<file path="src/rtl/pwm_demod.sv">
// pwm_demod: recovers one SAMPLE_W-bit sample per 2**SAMPLE_W-clock PWM frame.
// Define PWM_DEMOD_GLITCH_EN to insert a 3-tap majority filter before edge detection.
module pwm_demod #(
    parameter int SAMPLE_W = 8
) (
    input  logic                clk,
    input  logic                rst_n,
    input  logic                pwm_in,
    output logic [SAMPLE_W-1:0] sample,
    output logic                sample_valid,
    output logic                locked,
    output logic                sync_err
);
    typedef enum logic [1:0] {HUNT, ACQ, LOCKED} state_t;
    localparam logic [SAMPLE_W-1:0] POS_MAX = '1;
    state_t              state_q, state_d;
    logic                s1_q, s2_q, prev_q, pwm_s, edge_det;
    logic [SAMPLE_W-1:0] pos_q, pos_d, sample_q, sample_d;
    logic [SAMPLE_W:0]   hcnt_q, hcnt_d, total;
    logic                valid_q, valid_d, locked_q, locked_d, err_q, err_d;

    // Synchronizer and edge history reset high so a constant-high input never looks like an edge.
    always_ff @(posedge clk or negedge rst_n) begin
        if (!rst_n) begin
            s1_q   <= 1'b1;
            s2_q   <= 1'b1;
            prev_q <= 1'b1;
        end else begin
            s1_q   <= pwm_in;
            s2_q   <= s1_q;
            prev_q <= pwm_s;
        end
    end

`ifdef PWM_DEMOD_GLITCH_EN
    logic h1_q, h2_q;
    always_ff @(posedge clk or negedge rst_n) begin
        if (!rst_n) begin
            h1_q <= 1'b1;
            h2_q <= 1'b1;
        end else begin
            h1_q <= s2_q;
            h2_q <= h1_q;
        end
    end
    assign pwm_s = (s2_q & h1_q) | (s2_q & h2_q) | (h1_q & h2_q);
`else
    assign pwm_s = s2_q;
`endif

    assign edge_det = pwm_s & ~prev_q;
    assign total    = hcnt_q + (SAMPLE_W+1)'(pwm_s);

    always_comb begin
        state_d  = state_q;
        pos_d    = pos_q;
        hcnt_d   = hcnt_q;
        sample_d = sample_q;
        valid_d  = 1'b0;
        err_d    = 1'b0;
        locked_d = locked_q;
        if (state_q == HUNT) begin
            if (edge_det) begin
                state_d = ACQ;
                pos_d   = SAMPLE_W'(1);
                hcnt_d  = (SAMPLE_W+1)'(1);
            end
        end else if (edge_det && pos_q != '0) begin
            // Misaligned edge restarts the frame here; the aborted frame is dropped.
            err_d    = 1'b1;
            locked_d = 1'b0;
            state_d  = ACQ;
            pos_d    = SAMPLE_W'(1);
            hcnt_d   = (SAMPLE_W+1)'(1);
        end else if (pos_q == POS_MAX) begin
            sample_d = total[SAMPLE_W] ? '1 : total[SAMPLE_W-1:0];
            valid_d  = 1'b1;
            locked_d = 1'b1;
            state_d  = LOCKED;
            pos_d    = '0;
            hcnt_d   = '0;
        end else begin
            pos_d  = pos_q + SAMPLE_W'(1);
            hcnt_d = total;
        end
    end

    always_ff @(posedge clk or negedge rst_n) begin
        if (!rst_n) begin
            state_q  <= HUNT;
            pos_q    <= '0;
            hcnt_q   <= '0;
            sample_q <= '0;
            valid_q  <= 1'b0;
            locked_q <= 1'b0;
            err_q    <= 1'b0;
        end else begin
            state_q  <= state_d;
            pos_q    <= pos_d;
            hcnt_q   <= hcnt_d;
            sample_q <= sample_d;
            valid_q  <= valid_d;
            locked_q <= locked_d;
            err_q    <= err_d;
        end
    end

    assign sample       = sample_q;
    assign sample_valid = valid_q;
    assign locked       = locked_q;
    assign sync_err     = err_q;
endmodule

</file>
<file path="config.mk">
export PLATFORM = sky130hd
export DESIGN_NAME = pwm_demod
export DESIGN_NICKNAME = d
export VERILOG_FILES = /design/src/rtl/pwm_demod.sv
export SDC_FILE = /design/constraint.sdc
export NUM_CORES = 1
export LEC_CHECK = 0
export BUFFER_PORTS_ARGS = -buffer_cell sky130_fd_sc_hd__buf_2
export CORE_MARGIN = 2
export CORE_UTILIZATION = 51
export CTS_CLUSTER_DIAMETER = 150
export DETAILED_ROUTE_END_ITERATION = 7
export GPL_ROUTABILITY_DRIVEN = 1
export PLACE_DENSITY = 0.7
export SYNTH_ARGS = -nofsm -noshare
export SYNTH_HDL_FRONTEND = slang
export SYNTH_SLANG_ARGS = --single-unit
</file>
<file path="constraint.sdc">
create_clock -name clk -period 4.8 [get_ports clk]
set_input_delay 0.96 -clock clk [delete_from_list [all_inputs] [get_ports clk]]
set_output_delay 0.96 -clock clk [all_outputs]
set_load 0.01 [all_outputs]
</file>
==> results.json <==
{
  "combPwrFrac_pct": 19.7,
  "clock_latency_ns": 0.34,
  "postSynthAreaPerCell_sq_um": 11.1,
  "cts_buffer_depth": 2,
  "fin_crit_ns": 2.23,
  "vias": 1188,
  "post_dp_cell_area_sq_um": 1730,
  "fin_tns_setup_ns": 0,
  "max_cap_violations": 0,
  "grt_max_degree": 34,
  "synth_nets": 157,
  "drive_above_1_share_pct": 21.3,
  "grt_pass1_wl_um": 5210,
  "synth-seq-area-share_pct": 49.9,
  "min_path_cells": 0,
  "wl_um": 3090,
  "track_usage_pct": 19.8,
  "finalNetCount": 170,
  "crit_required_ns": 5.04,
  "grt_pass1_vias": 1092,
  "synth-main-ff-cell": "dfrtp_1",
  "cts_tree": "done",
  "cts.sinks": 33,
  "post-cts-setup-buffers": 0,
  "hold_viol": 0,
  "ys_types": 41,
  "antenna_cells": 0,
  "synth_edf_count": 0,
  "cp-start-kind": "register",
  "rr_endpoint": "pos_q[4]",
  "internal_power_mw": 0.505,
  "die_h_um": 61.1,
  "vias_per_cell": 5.71,
  "final_util_pct": 59.1,
  "ctsResizeCount": 0,
  "pwr_density_cell_nw_per_um2": 396,
  "antenna_found_initial": 0,
  "synth_top_area_share_pct": 45.2,
  "drv_slew": 0,
  "first_pass_iters": 4,
  "hold_class": "reg -> reg",
  "switching_share_pct": 30.0,
  "rsz0062_at_grt": "false",
  "design_area_sq_um": 1820,
  "async_flop_share_pct": 100,
  "syn_area_sq_um": 1660,
  "clkTransAtPathRegs_ns": 0.11,
  "die_w_um": 61.1,
  "cts_hold_buf": 0,
  "status": "complete, no violations",
  "p_sw_mw": 0.216,
  "num_io_pins": 14,
  "crit_path_end_kind": "register",
  "worst_slew_pin_slew_ns": 0.805,
  "drt_iter0_drc": 25,
  "slew_headroom_pct": 46.0,
  "skew_ns": 0.0127,
  "crit_type": "reg -> reg",
  "ctsHtreeMaxLevel": 2,
  "place.gp.congestion": 0.782,
  "reg2reg_from": "pos_q[0]",
  "setup_violations": 0,
  "die_area_sq_um": 3730,
  "dp_hpwl_um": 2130,
  "cts_buffers": 5,
  "detail-route-antenna-nets": 0,
  "worst_hold_slack_ns": 0.362,
  "cp.arrival_ns": 2.47,
  "hold_path_end": "pwm_s",
  "start_util_pct": 54.0,
  "syn-instance-count": 150,
  "ys_warn_count": 0,
  "holdCritStartpoint": "s1_q",
  "p_seq_share_pct": 49.7,
  "peakVddDrop_mv": 0.253,
  "rows": 20,
  "overflow": 0,
  "finalCritPeriodShare_pct": 46.5,
  "clock_power_share_pct": 30.6,
  "syn2layout_area_growth_pct": 9.49,
  "rrSetupSlack_ns": 2.57,
  "wire_per_inst_um": 14.8,
  "leakage_nw": 0.853,
  "fp.coreArea_sq_um": 3080,
  "clock.fmax_mhz": 448,
  "drc_errors": 0,
  "synthTopCellsByArea": "dfrtp_1, dfstp_2, a2bb2oi_2",
  "path_max_fanout": 12,
  "clock-root-buffer": "clkbuf_4",
  "synth-seq-cells": 33,
  "io_buffer_count": 13,
  "reg2reg_depth": 5,
  "synth.largest_area_cell": "dfrtp_1"
}
worst max-delay path by stage:
stage,cells past startpoint,end,start
after floorplan,6,sample[1],pwm_s
after global placement,5,pos_q[4],pos_q[0]
final,5,pos_q[4],pos_q[0]
after detailed placement,5,pos_q[4],pos_q[0]
after CTS,5,pos_q[4],pos_q[0]
after global routing,5,pos_q[4],pos_q[0]
metrics by stage:
stage / std cells / power (mW) / setup WS (ns)
final: 208 / 0.721 / 2.57
after global routing: 208 / 0.769 / 2.40
after CTS: 208 / 0.726 / 2.60
after detailed placement: 200 / 0.505 / 2.60
after global placement: 200 / 0.502 / 2.73
after floorplan: 150 / 0.474 / 3.11
cells in the mapped netlist, types with 3 or more instances:
library cell  count
a2bb2oi_2         5
xnor2_1           3
nor2_1           11
and3_1            5
nand3_1           3
o21ai_0           7
xor2_1            5
o31ai_1           6
a22o_1            7
dfrtp_1          30
inv_1             4
dfstp_2           3
nor3_1            4
nand2_1          10
and2_1            4
nor2b_1           5
ha_1              4
a2bb2oi_1         3
nand4_1           3
worst max-delay path, cell delays in order (launching register included):
cell and delay, ns:
dfrtp_1 0.41, ha_1 0.20, nand3_1 0.19, o21ai_1 0.70
nor2_1 0.29, a221o_1 0.35
final cells by class:
cell class | instances | area, sq um
clock inverter | 1 | 30.0
inverter | 4 | 15.0
fill | 266 | 1260
tap | 44 | 55.1
sequential | 33 | 830
timing repair buffer | 13 | 65.1
multi-input combinational | 106 | 769
clock buffer | 7 | 55.1
placed cells by master, fill, tap and decap left out, types with 3 or more instances in the layout:
cell / n
and3_1: 5
ha_1: 4
nand4_1: 3
xor2_1: 5
a2bb2oi_2: 5
clkbuf_4: 5
nor3_1: 4
nand2_1: 10
inv_1: 4
and2_1: 4
xnor2_1: 3
o21ai_0: 7
a2bb2oi_1: 3
dfrtp_1: 30
nor2_1: 11
nand3_1: 3
o31ai_1: 6
nor2b_1: 5
buf_2: 13
dfstp_2: 3
a22o_1: 7
layer usage:
layer / GRT usage [%] / vias up / share of wire [%]
met3: 5.88 / 6 / 3.6
met2: 28.0 / 21 / 46
met4: 9.32 / 0 / 2.0
met5: 0 / - / 0
met1: 27.8 / 587 / 48
li1: - / 574 / -
logic make-up (layout without fill, tap and decap cells):
logic type / count (synthesis) / after routing / synth area share [%]
compound gates: 39 / 39 / 20.4
simple gates: 55 / 55 / 18.7
buf+inv: 11 / 25 / 3.76
flops: 33 / 33 / 49.9
fa+ha+maj: 4 / 4 / 3.01
xor+xnor: 8 / 8 / 4.22
power by group through the flow:
stage	logic [mW]	clock network (mW)	registers, mW
3_5_place_dp	0.141	0	0.364
5_1_grt	0.163	0.239	0.367
2_1_floorplan	0.125	0	0.349
4_1_cts	0.143	0.224	0.358
3_3_place_gp	0.141	0	0.361
6_report	0.142	0.220	0.359
registers in the layout (all words and copies together) (netlist names):
name / cells
hcnt_q: 9
locked: 1
pos_q: 8
prev_q: 1
pwm_s: 1
s1_q: 1
sample: 8
sample_valid: 1
state_q: 2
sync_err: 1
Note: power is estimated with default switching activity, not from simulation.
